[src/rtl/imem_loader.sv]
// Byte-stream instruction memory loader: 16-bit little-endian word count header, then payload words.
// Optional trailing XOR checksum byte when IMEM_LOADER_CHECKSUM_EN is defined.
module imem_loader #(
  parameter int DATA_WIDTH = 32,
  parameter int ADDR_WIDTH = 13,
  parameter int REG_NUM    = (2**ADDR_WIDTH)/4
) (
  input  logic                  i_clk,
  input  logic                  i_rst_n,
  input  logic                  start,
  input  logic [7:0]            rx_data,
  input  logic                  rx_valid,
  output logic                  rx_ready,
  output logic [ADDR_WIDTH-1:0] waddr,
  output logic [DATA_WIDTH-1:0] wdata,
  output logic                  wen,
  output logic                  cpu_rst_n,
  output logic                  busy,
  output logic                  done,
  output logic                  error,
  output logic [ADDR_WIDTH-2:0] word_cnt
);

  localparam int BPW   = DATA_WIDTH / 8;
  localparam int IDX_W = (BPW > 1) ? $clog2(BPW) : 1;

  typedef enum logic [2:0] {
    IDLE, HDR0, HDR1, DATA,
`ifdef IMEM_LOADER_CHECKSUM_EN
    CSUM,
`endif
    DONE, ERR
  } state_t;

  state_t                state_q, state_d;
  logic [15:0]           count_q, count_d;
  logic [DATA_WIDTH-1:0] asm_q, asm_d;
  logic [IDX_W-1:0]      idx_q, idx_d;
  logic [ADDR_WIDTH-2:0] word_cnt_q, word_cnt_d;
  logic [ADDR_WIDTH-1:0] waddr_q, waddr_d;
  logic [DATA_WIDTH-1:0] wdata_q, wdata_d;
  logic                  wen_q, wen_d;
  logic                  busy_q, busy_d;
  logic                  done_q, done_d;
  logic                  error_q, error_d;
  logic                  cpu_rst_n_q, cpu_rst_n_d;
  logic                  accept;
`ifdef IMEM_LOADER_CHECKSUM_EN
  logic [7:0]            csum_q, csum_d;
`endif

  assign rx_ready = !(state_q inside {IDLE, DONE, ERR});
  assign accept   = rx_valid && rx_ready;

  always_comb begin
    state_d    = state_q;
    count_d    = count_q;
    asm_d      = asm_q;
    idx_d      = idx_q;
    word_cnt_d = word_cnt_q;
    waddr_d    = waddr_q;
    wdata_d    = wdata_q;
    wen_d      = 1'b0;
`ifdef IMEM_LOADER_CHECKSUM_EN
    csum_d     = csum_q;
`endif
    case (state_q)
      IDLE, DONE, ERR: begin
        if (start) begin
          state_d    = HDR0;
          word_cnt_d = '0;
          idx_d      = '0;
`ifdef IMEM_LOADER_CHECKSUM_EN
          csum_d     = '0;
`endif
        end
      end
      HDR0: begin
        if (accept) begin
          count_d[7:0] = rx_data;
          state_d      = HDR1;
        end
      end
      HDR1: begin
        if (accept) begin
          count_d[15:8] = rx_data;
          if ({rx_data, count_q[7:0]} == 16'd0)
            state_d = DONE;
          else if (32'({rx_data, count_q[7:0]}) > 32'(REG_NUM))
            state_d = ERR;
          else
            state_d = DATA;
        end
      end
      DATA: begin
        if (accept) begin
`ifdef IMEM_LOADER_CHECKSUM_EN
          csum_d = csum_q ^ rx_data;
`endif
          asm_d[int'(idx_q)*8 +: 8] = rx_data;
          if (32'(idx_q) == BPW - 1) begin
            // Word complete: strobe the write and advance the word counter together
            idx_d      = '0;
            wen_d      = 1'b1;
            wdata_d    = asm_d;
            waddr_d    = {word_cnt_q[ADDR_WIDTH-3:0], 2'b00};
            word_cnt_d = word_cnt_q + 1'b1;
            if (32'(word_cnt_q) + 1 == 32'(count_q)) begin
`ifdef IMEM_LOADER_CHECKSUM_EN
              state_d = CSUM;
`else
              state_d = DONE;
`endif
            end
          end else begin
            idx_d = idx_q + 1'b1;
          end
        end
      end
`ifdef IMEM_LOADER_CHECKSUM_EN
      CSUM: begin
        if (accept) state_d = (rx_data == csum_q) ? DONE : ERR;
      end
`endif
      default: state_d = IDLE;
    endcase

    // Status flags follow the next state so the registered copies line up with state_q
    busy_d      = !(state_d inside {IDLE, DONE, ERR});
    done_d      = (state_d == DONE);
    error_d     = (state_d == ERR);
    cpu_rst_n_d = (state_d == IDLE) || (state_d == DONE);
  end

  always_ff @(posedge i_clk or negedge i_rst_n) begin
    if (!i_rst_n) begin
      state_q     <= IDLE;
      count_q     <= '0;
      asm_q       <= '0;
      idx_q       <= '0;
      word_cnt_q  <= '0;
      waddr_q     <= '0;
      wdata_q     <= '0;
      wen_q       <= 1'b0;
      busy_q      <= 1'b0;
      done_q      <= 1'b0;
      error_q     <= 1'b0;
      cpu_rst_n_q <= 1'b0;
`ifdef IMEM_LOADER_CHECKSUM_EN
      csum_q      <= '0;
`endif
    end else begin
      state_q     <= state_d;
      count_q     <= count_d;
      asm_q       <= asm_d;
      idx_q       <= idx_d;
      word_cnt_q  <= word_cnt_d;
      waddr_q     <= waddr_d;
      wdata_q     <= wdata_d;
      wen_q       <= wen_d;
      busy_q      <= busy_d;
      done_q      <= done_d;
      error_q     <= error_d;
      cpu_rst_n_q <= cpu_rst_n_d;
`ifdef IMEM_LOADER_CHECKSUM_EN
      csum_q      <= csum_d;
`endif
    end
  end

  assign waddr     = waddr_q;
  assign wdata     = wdata_q;
  assign wen       = wen_q;
  assign busy      = busy_q;
  assign done      = done_q;
  assign error     = error_q;
  assign cpu_rst_n = cpu_rst_n_q;
  assign word_cnt  = word_cnt_q;

endmodule

[config.mk]
export PLATFORM = sky130hd
export DESIGN_NAME = imem_loader
export DESIGN_NICKNAME = d
export VERILOG_FILES = /design/src/rtl/imem_loader.sv
export SDC_FILE = /design/constraint.sdc
export NUM_CORES = 1
export LEC_CHECK = 0
export ABC_AREA = 1
export CAP_MARGIN = 25
export CORE_MARGIN = 2
export CORE_UTILIZATION = 50
export DETAILED_ROUTE_END_ITERATION = 8
export HOLD_SLACK_MARGIN = 0.12
export PLACE_DENSITY_LB_ADDON = 0.08
export SLEW_MARGIN = 20
export SYNTH_ARGS = -nofsm -noshare
export SYNTH_HDL_FRONTEND = slang
export SYNTH_SLANG_ARGS = --single-unit
[constraint.sdc]
create_clock -name i_clk -period 2.1 [get_ports i_clk]
set_input_delay 0.525 -clock i_clk [delete_from_list [all_inputs] [get_ports i_clk]]
set_output_delay 0.525 -clock i_clk [all_outputs]
set_load 0.03 [all_outputs]
==> results.py, run 1 <==
metrics = {
    "run_status": {
        "run_status": "finished clean",
    },
    "timing": {
        "clock.fmax_mhz": 486,
        "rsz0062_at_grt": "yes",
        "setup_violations": 0,
        "finalCritPeriodShare_pct": 97.9,
        "final.setup.worst_slack_ns": 0.0431,
        "final.setup.tns_ns": 0,
        "timing.final.hold_violations": 0,
        "timing.slew.headroom_pct": 63.0,
        "slew_violations": 0,
        "worst_pin_slew_ns": 0.554,
        "min_period_ns": 2.06,
        "fin_skew_ns": 0.00748,
    },
    "setup_path": {
        "crit_path_start_kind": "flip-flop",
        "required_arrival_time_at_the_worst_endpoint_ns": 1.57,
        "critPathTopFamily": "buffers and inverters",
        "worst-endpoint-arrival_ns": 1.53,
        "setup.worst_path.class": "flip-flop to primary output",
        "timing.critical_path.cells": "clkdlybuf4s50_1",
        "crit_path_top_delay_cell": "sky130_fd_sc_hd__clkdlybuf4s50_1",
        "worstSetupEndpointType": "primary output",
        "cp.buffers_inverters": 1,
        "slowest_stage_delay_cp_ns": 0.67,
        "worstPathMaxFanout": 2,
    },
    "worst_hold_path": {
        "hp-class": "flip-flop to flip-flop",
    },
    "synthesis": {
        "synth_top_cells_by_area": "sky130_fd_sc_hd__dfrtp_1 52%, sky130_fd_sc_hd__nand2_1 15%, sky130_fd_sc_hd__o21ai_0 6.5%, sky130_fd_sc_hd__inv_1 6.0%, sky130_fd_sc_hd__nand3_1 3.4%",
        "synthMostInstantiatedCell": "sky130_fd_sc_hd__nand2_1",
        "synth.area.mux_share_pct": 0,
        "synthSimpleGateAreaFrac_pct": 24.9,
        "synth_async_sr_flop_share_pct": 100,
        "yosys_register_bits": 113,
        "yosysUniqueCellTypes": 27,
        "synth-seq-area-share_pct": 52.4,
        "synth_xor_area_share_pct": 0.325,
        "synth_fa_ha_area_share_pct": 1.62,
        "synth_compound_area_share_pct": 11.9,
        "synthCells": 677,
        "yosys-top-cells-count": "220 x sky130_fd_sc_hd__nand2_1, 113 x sky130_fd_sc_hd__dfrtp_1, 86 x sky130_fd_sc_hd__inv_1",
        "yosys_warnings": 0,
        "synth_top_family_by_area": "simple AND/OR/NAND/NOR gates",
        "most_instantiated_flip_flop_cell_in_the_synthesis_netlist": "sky130_fd_sc_hd__dfrtp_1",
        "avgSynthCellArea_um2": 7.97,
        "cell_area_synth_um2": 5390,
        "synth_largest_type_area_fraction_pct": 52.4,
        "number_of_flops_mapped_to_enable_cells_by_yosys": 0,
        "synth_top_area_cell": "sky130_fd_sc_hd__dfrtp_1",
    },
    "grt": {
        "grt_antenna_before_repair": 0,
        "first_global_vias": 4642,
        "globalRoute.totalOverflow": 0,
        "grt_start_max_net_pins": 59,
        "grt_first_pass_wirelength_um": 22000,
        "globalRouteTotalUtil_pct": 24.2,
    },
    "drt": {
        "drt-total-wl_um": 13400,
        "wl_met1_um": 5910,
        "drt.antenna.violating_nets": 0,
        "top_layer": "met4",
        "dr_wl_met2_um": 6500,
        "met3_wirelength_um": 735,
        "detail_route.drc_violations": 0,
        "vias_per_cell": 5.21,
        "drt-initial-drc-count": 314,
        "vias": 4846,
        "drt-wirelength-per-cell_um": 14.4,
        "drtPass1Iterations": 5,
    },
    "die": {
        "initial_core_util_pct": 51.8,
        "io_pins": 75,
        "die_height_um": 108,
        "placementRows": 37,
        "floorplan.core_area_um2": 10400,
        "die_outline_width_um": 108,
        "floorplan.die_area_um2": 11600,
    },
    "placement": {
        "numPortBuffers": 72,
        "placed_cells_incl_taps": 893,
        "dp_hpwl_um": 9220,
        "gp_congestion": 0.897,
        "detailedPlace.worstSlack_ns": -0.179,
    },
    "cts": {
        "cts.sink_count": 113,
        "worst_skew_pair.late_latency_ns": 0.52,
        "tritoncts_clock_tree": "built",
        "cts-root-buf": "sky130_fd_sc_hd__clkbuf_8",
        "cts_buffers": 17,
        "cts_h_tree_depth": 4,
        "clock_path_buffers": 2,
        "cts.reportedPaths.clkPinSlew_ns": 0.06,
    },
    "finish": {
        "flow.area_growth_from_synthesis_pct": 34.8,
        "layoutNonFillerInstCount": 930,
        "fillCellCount": 842,
        "finalNetCount": 801,
        "layout-drive-gt1-share_pct": 14.1,
        "final_core_utilization_pct": 69.8,
        "antennaDiodeCount": 0,
    },
    "power_and_ir_drop": {
        "worst_ir_drop_vdd_v": 0.000724,
        "power_density_over_the_cells_nw_per_um2": 1320,
        "power.static_leakage_nw": 3.70,
    },
    "job": {
        "maxCapViolCount": 0,
    },
}
-- layout make-up --
cell class,count,area (um^2),area share [%]
multi-input cells,446,2200,30.3
clock buffers,20,445,6.13
well taps,136,170,2.34
clock inverters,11,185,2.55
flip-flops and latches,113,2830,38.9
inverters,91,342,4.70
repair buffers,113,1100,15.1
-- registers in the layout (all words and copies together), names as in the netlist, 2 cells and up --
| name | count |
|---|---|
| wdata | 32 |
| word_cnt | 12 |
| count_q | 16 |
| state_q | 3 |
| asm_q | 32 |
| waddr | 11 |
| idx_q | 2 |
-- cell usage in the layout, fill, tap and decap left out, drive strengths merged, types with 3 or more instances in the layout --
cell,netlist,routed
a21oi,9,9
buf,14,42
bufinv,0,5
clkbuf,14,21
clkdlybuf4s50,0,31
clkinv,0,4
dfrtp,113,113
dlygate4sd2,0,12
dlymetal6s2s,0,25
ha,7,7
inv,91,91
nand2,224,224
nand3,37,37
nand4,15,15
nor2,39,39
nor3,3,3
o21ai,72,72
o22ai,23,23
o32ai,8,8
-- final timing paths --
check	slack, ns	to	start	cells after the start
min	0.46	wdata[7]	wdata[7]	2
max in group asynchronous	0.92	wdata[11]	i_rst_n	3
max	0.04	wdata[2]	wdata[2]	1
min in group asynchronous	0.54	waddr[11]	i_rst_n	2
min reg2reg	0.46	wdata[7]	wdata[7]	2
max reg2reg	0.08	busy	word_cnt[1]	14
-- per-stage QoR --
stage                     cell area (um^2)  hold WS [ns]  total power [W]
after floorplan                       5400         0.229          0.00533
after global placement                6440         0.457          0.00641
after detailed placement              6440         0.457          0.00650
after CTS                             7070         0.472          0.00961
after global routing                  7270         0.485           0.0102
final                                 7270         0.463          0.00962
-- routing by layer --
| layer | GRT usage, % | vias to the layer above |
|---|---|---|
| met5 | 0 | - |
| met4 | 9.62 | 0 |
| met3 | 5.75 | 29 |
| met2 | 38.1 | 143 |
| met1 | 32.2 | 2289 |
| li1 | - | 2385 |
-- cells by family after synthesis --
group	count (synthesis)
AOI/OAI and AO/OA	115
buffers and inverters	119
xor gates and xnor gates	2
adders and majority gates	7
DFF	113
other	1
and+or+nand+nor	320
-- repair_timing --
action                                  4_1_cts  5_1_grt
endpoints found under the setup margin       18       36
gates resized for setup                      23       54
hold buffers                                  1        0
endpoints found under the hold margin        37        0
buffers inserted                              0        5
pin swaps                                     1       16
-- report_power, final --
part           switching, W  internal [W]  total (W)  leakage, nW
combinational       0.00218       0.00121    0.00339         1.99
clock              0.000971       0.00209    0.00306        0.307
sequential         0.000319       0.00285    0.00317         1.41
total               0.00347       0.00615    0.00962         3.70
No activity file was read; power rests on OpenSTA's default activity.
==> inputs of run 2 (changes only) <==
--- a/config.mk
+++ b/config.mk
@@ -10,7 +10,6 @@
 export CORE_MARGIN = 2
 export CORE_UTILIZATION = 50
 export DETAILED_ROUTE_END_ITERATION = 8
-export HOLD_SLACK_MARGIN = 0.12
 export PLACE_DENSITY_LB_ADDON = 0.08
 export SLEW_MARGIN = 20
 export SYNTH_ARGS = -nofsm -noshare
==> run 2 against run 1 <==
Compared with the run above:
- utilization down 0.096 points
- critical path type unchanged
- die area unchanged
- routed wire length down 0.36%
- critical endpoint unchanged
- the run now ends with hold timing left
- flip-flop and latch count unchanged
- via count about the same
- total power about the same
- design area down 0.14%
- non-clock buffer count down 1
==> results.py, run 2 (synthesized netlist as in run 1, its figures left out) <==
metrics = {
    "power_and_ir_drop": {
        "internal_power_w": 0.00615,
        "switching_share_pct": 36.0,
        "sequentialPowerShare_pct": 33.0,
        "share_comb_of_total_power_pct": 35.2,
        "worst_ir_drop_vdd_v": 0.000723,
        "power_density_over_the_cells_nw_per_um2": 1320,
        "power.static_leakage_nw": 3.70,
        "power.net_switching_w": 0.00347,
        "power.share.clock_pct": 31.8,
    },
    "worst_hold_path": {
        "hp-class": "primary input to asynchronous set/reset pin",
    },
    "timing": {
        "clock.fmax_mhz": 486,
        "worst_pin_slew_ns": 0.553,
        "fin_skew_ns": 0.00615,
        "slew_violations": 0,
        "finalCritPeriodShare_pct": 98.0,
        "setup_violations": 0,
        "timing.final.hold_violations": 2,
        "min_period_ns": 2.06,
        "rsz0062_at_grt": "yes",
        "timing.slew.headroom_pct": 63.1,
        "final.setup.tns_ns": 0,
        "final.setup.worst_slack_ns": 0.0421,
        "finalHoldWorstSlack_ns": -0.000719,
    },
    "cts": {
        "worst_skew_pair.late_latency_ns": 0.52,
        "cts_h_tree_depth": 4,
        "cts.reportedPaths.clkPinSlew_ns": 0.05,
        "clock_path_buffers": 2,
        "tritoncts_clock_tree": "built",
        "cts_buffers": 17,
        "cts-root-buf": "sky130_fd_sc_hd__clkbuf_8",
        "cts.sink_count": 113,
    },
    "run_status": {
        "failed_checks": "hold timing",
        "run_status": "complete, but fails checks",
    },
    "drt": {
        "drt-initial-drc-count": 322,
        "drtPass1Iterations": 5,
        "drt-total-wl_um": 13400,
        "vias": 4845,
        "drt.antenna.violating_nets": 0,
        "drt-wirelength-per-cell_um": 14.4,
        "detail_route.drc_violations": 0,
        "vias_per_cell": 5.22,
    },
    "die": {
        "initial_core_util_pct": 51.8,
        "die_height_um": 108,
        "floorplan.core_area_um2": 10400,
        "floorplan.die_area_um2": 11600,
        "io_pins": 75,
        "placementRows": 37,
        "die_outline_width_um": 108,
    },
    "finish": {
        "final_design_instance_area_without_fill_um2": 7260,
        "antennaDiodeCount": 0,
        "flow.area_growth_from_synthesis_pct": 34.6,
        "mostFrequentLayoutCells": "210 x sky130_fd_sc_hd__nand2_1, 112 x sky130_fd_sc_hd__dfrtp_1, 85 x sky130_fd_sc_hd__inv_1",
        "final_core_utilization_pct": 69.7,
        "finalNetCount": 800,
        "most_common_cell_after_layout_fill_and_taps_aside": "sky130_fd_sc_hd__nand2_1",
        "layout-drive-gt1-share_pct": 14.1,
    },
    "grt": {
        "grt_antenna_before_repair": 0,
        "first_global_vias": 4647,
        "globalRouteTotalUtil_pct": 24.1,
        "grt_first_pass_wirelength_um": 21900,
        "globalRoute.totalOverflow": 0,
        "grt_start_max_net_pins": 59,
    },
    "setup_path": {
        "critPathTopFamily": "buffers and inverters",
        "setup.worst_path.class": "flip-flop to primary output",
        "required_arrival_time_at_the_worst_endpoint_ns": 1.57,
        "worst-endpoint-arrival_ns": 1.53,
        "worstPathMaxFanout": 2,
        "timing.critical_path.cells": "clkdlybuf4s50_1",
        "cp.buffers_inverters": 1,
        "slowest_stage_delay_cp_ns": 0.67,
        "crit_path_start_kind": "flip-flop",
        "worstSetupEndpointType": "primary output",
        "crit_path_top_delay_cell": "sky130_fd_sc_hd__clkdlybuf4s50_1",
    },
    "job": {
        "maxCapViolCount": 0,
    },
    "placement": {
        "numPortBuffers": 72,
        "detailedPlace.worstSlack_ns": -0.179,
        "dp_hpwl_um": 9220,
        "placedInstanceArea_um2": 6440,
        "gp_congestion": 0.897,
    },
}
run 2: changes by cell type in the layout (fill, tap and decap cells not counted):
cell / change
sky130_fd_sc_hd__dlygate4sd3_1: -1
run 2: stage by stage:
stage          power (W)  std cells
4_1_cts          0.00961        924
3_3_place_gp     0.00641        893
3_5_place_dp     0.00650        893
5_1_grt           0.0102        929
2_1_floorplan    0.00533        678
6_report         0.00962        929
run 2: final cells by class:
cell class	count	area [um^2]
clock inverter	11	185
fill	843	3160
timing repair buffer	112	1090
sequential	113	2830
tap	136	170
inverter	91	342
multi-input combinational	446	2200
clock buffer	20	445
run 2: final timing paths:
kind / startpoint / endpoint / slack [ns] / depth (start not counted)
worst max-delay path: wdata[2] / wdata[2] / 0.04 / 1
worst min-delay path: i_rst_n / waddr[11] / -0.0007 / 1
worst max register to register: word_cnt[1] / busy / 0.06 / 14
worst min register to register: wdata[7] / wdata[7] / 0.46 / 2
max in group asynchronous: i_rst_n / asm_q[2] / 1.47 / 2
min in group i_clk: wdata[7] / wdata[7] / 0.46 / 2
run 2: repair_timing:
| item | 4_1_cts | 5_1_grt |
|---|---|---|
| hold buffers | 0 | 0 |
| gates cloned | 0 | 0 |
| resized for setup | 23 | 54 |
| pin swaps | 1 | 16 |
| setup buffers | 0 | 5 |
| endpoints found under the hold margin | 0 | 0 |
| endpoints found under the setup margin | 18 | 36 |
run 2: power by group through the flow:
stage	registers [W]	logic [W]	clock network [W]
floorplan	0.00365	0.00168	0
detailed placement	0.00320	0.00330	0
CTS	0.00318	0.00333	0.00310
finish	0.00317	0.00338	0.00306
global route	0.00325	0.00373	0.00320
global placement	0.00318	0.00323	0
run 2: per-layer routing:
metal / global-route usage, % / part of all wire, % / vias to the layer above
li1: - / - / 2383
met5: 0 / 0 / -
met2: 38.0 / 48 / 142
met3: 5.75 / 4.9 / 26
met1: 32.2 / 45 / 2294
met4: 9.62 / 2.0 / 0
==> inputs of run 3 (changes only) <==
--- a/config.mk
+++ b/config.mk
@@ -6,7 +6,7 @@
 export NUM_CORES = 1
 export LEC_CHECK = 0
 export ABC_AREA = 1
-export CAP_MARGIN = 25
+export CAP_MARGIN = 15
 export CORE_MARGIN = 2
 export CORE_UTILIZATION = 50
 export DETAILED_ROUTE_END_ITERATION = 8
==> results of run 3 <==
The final DEF is identical to that of run 2; final timing and power are the same.
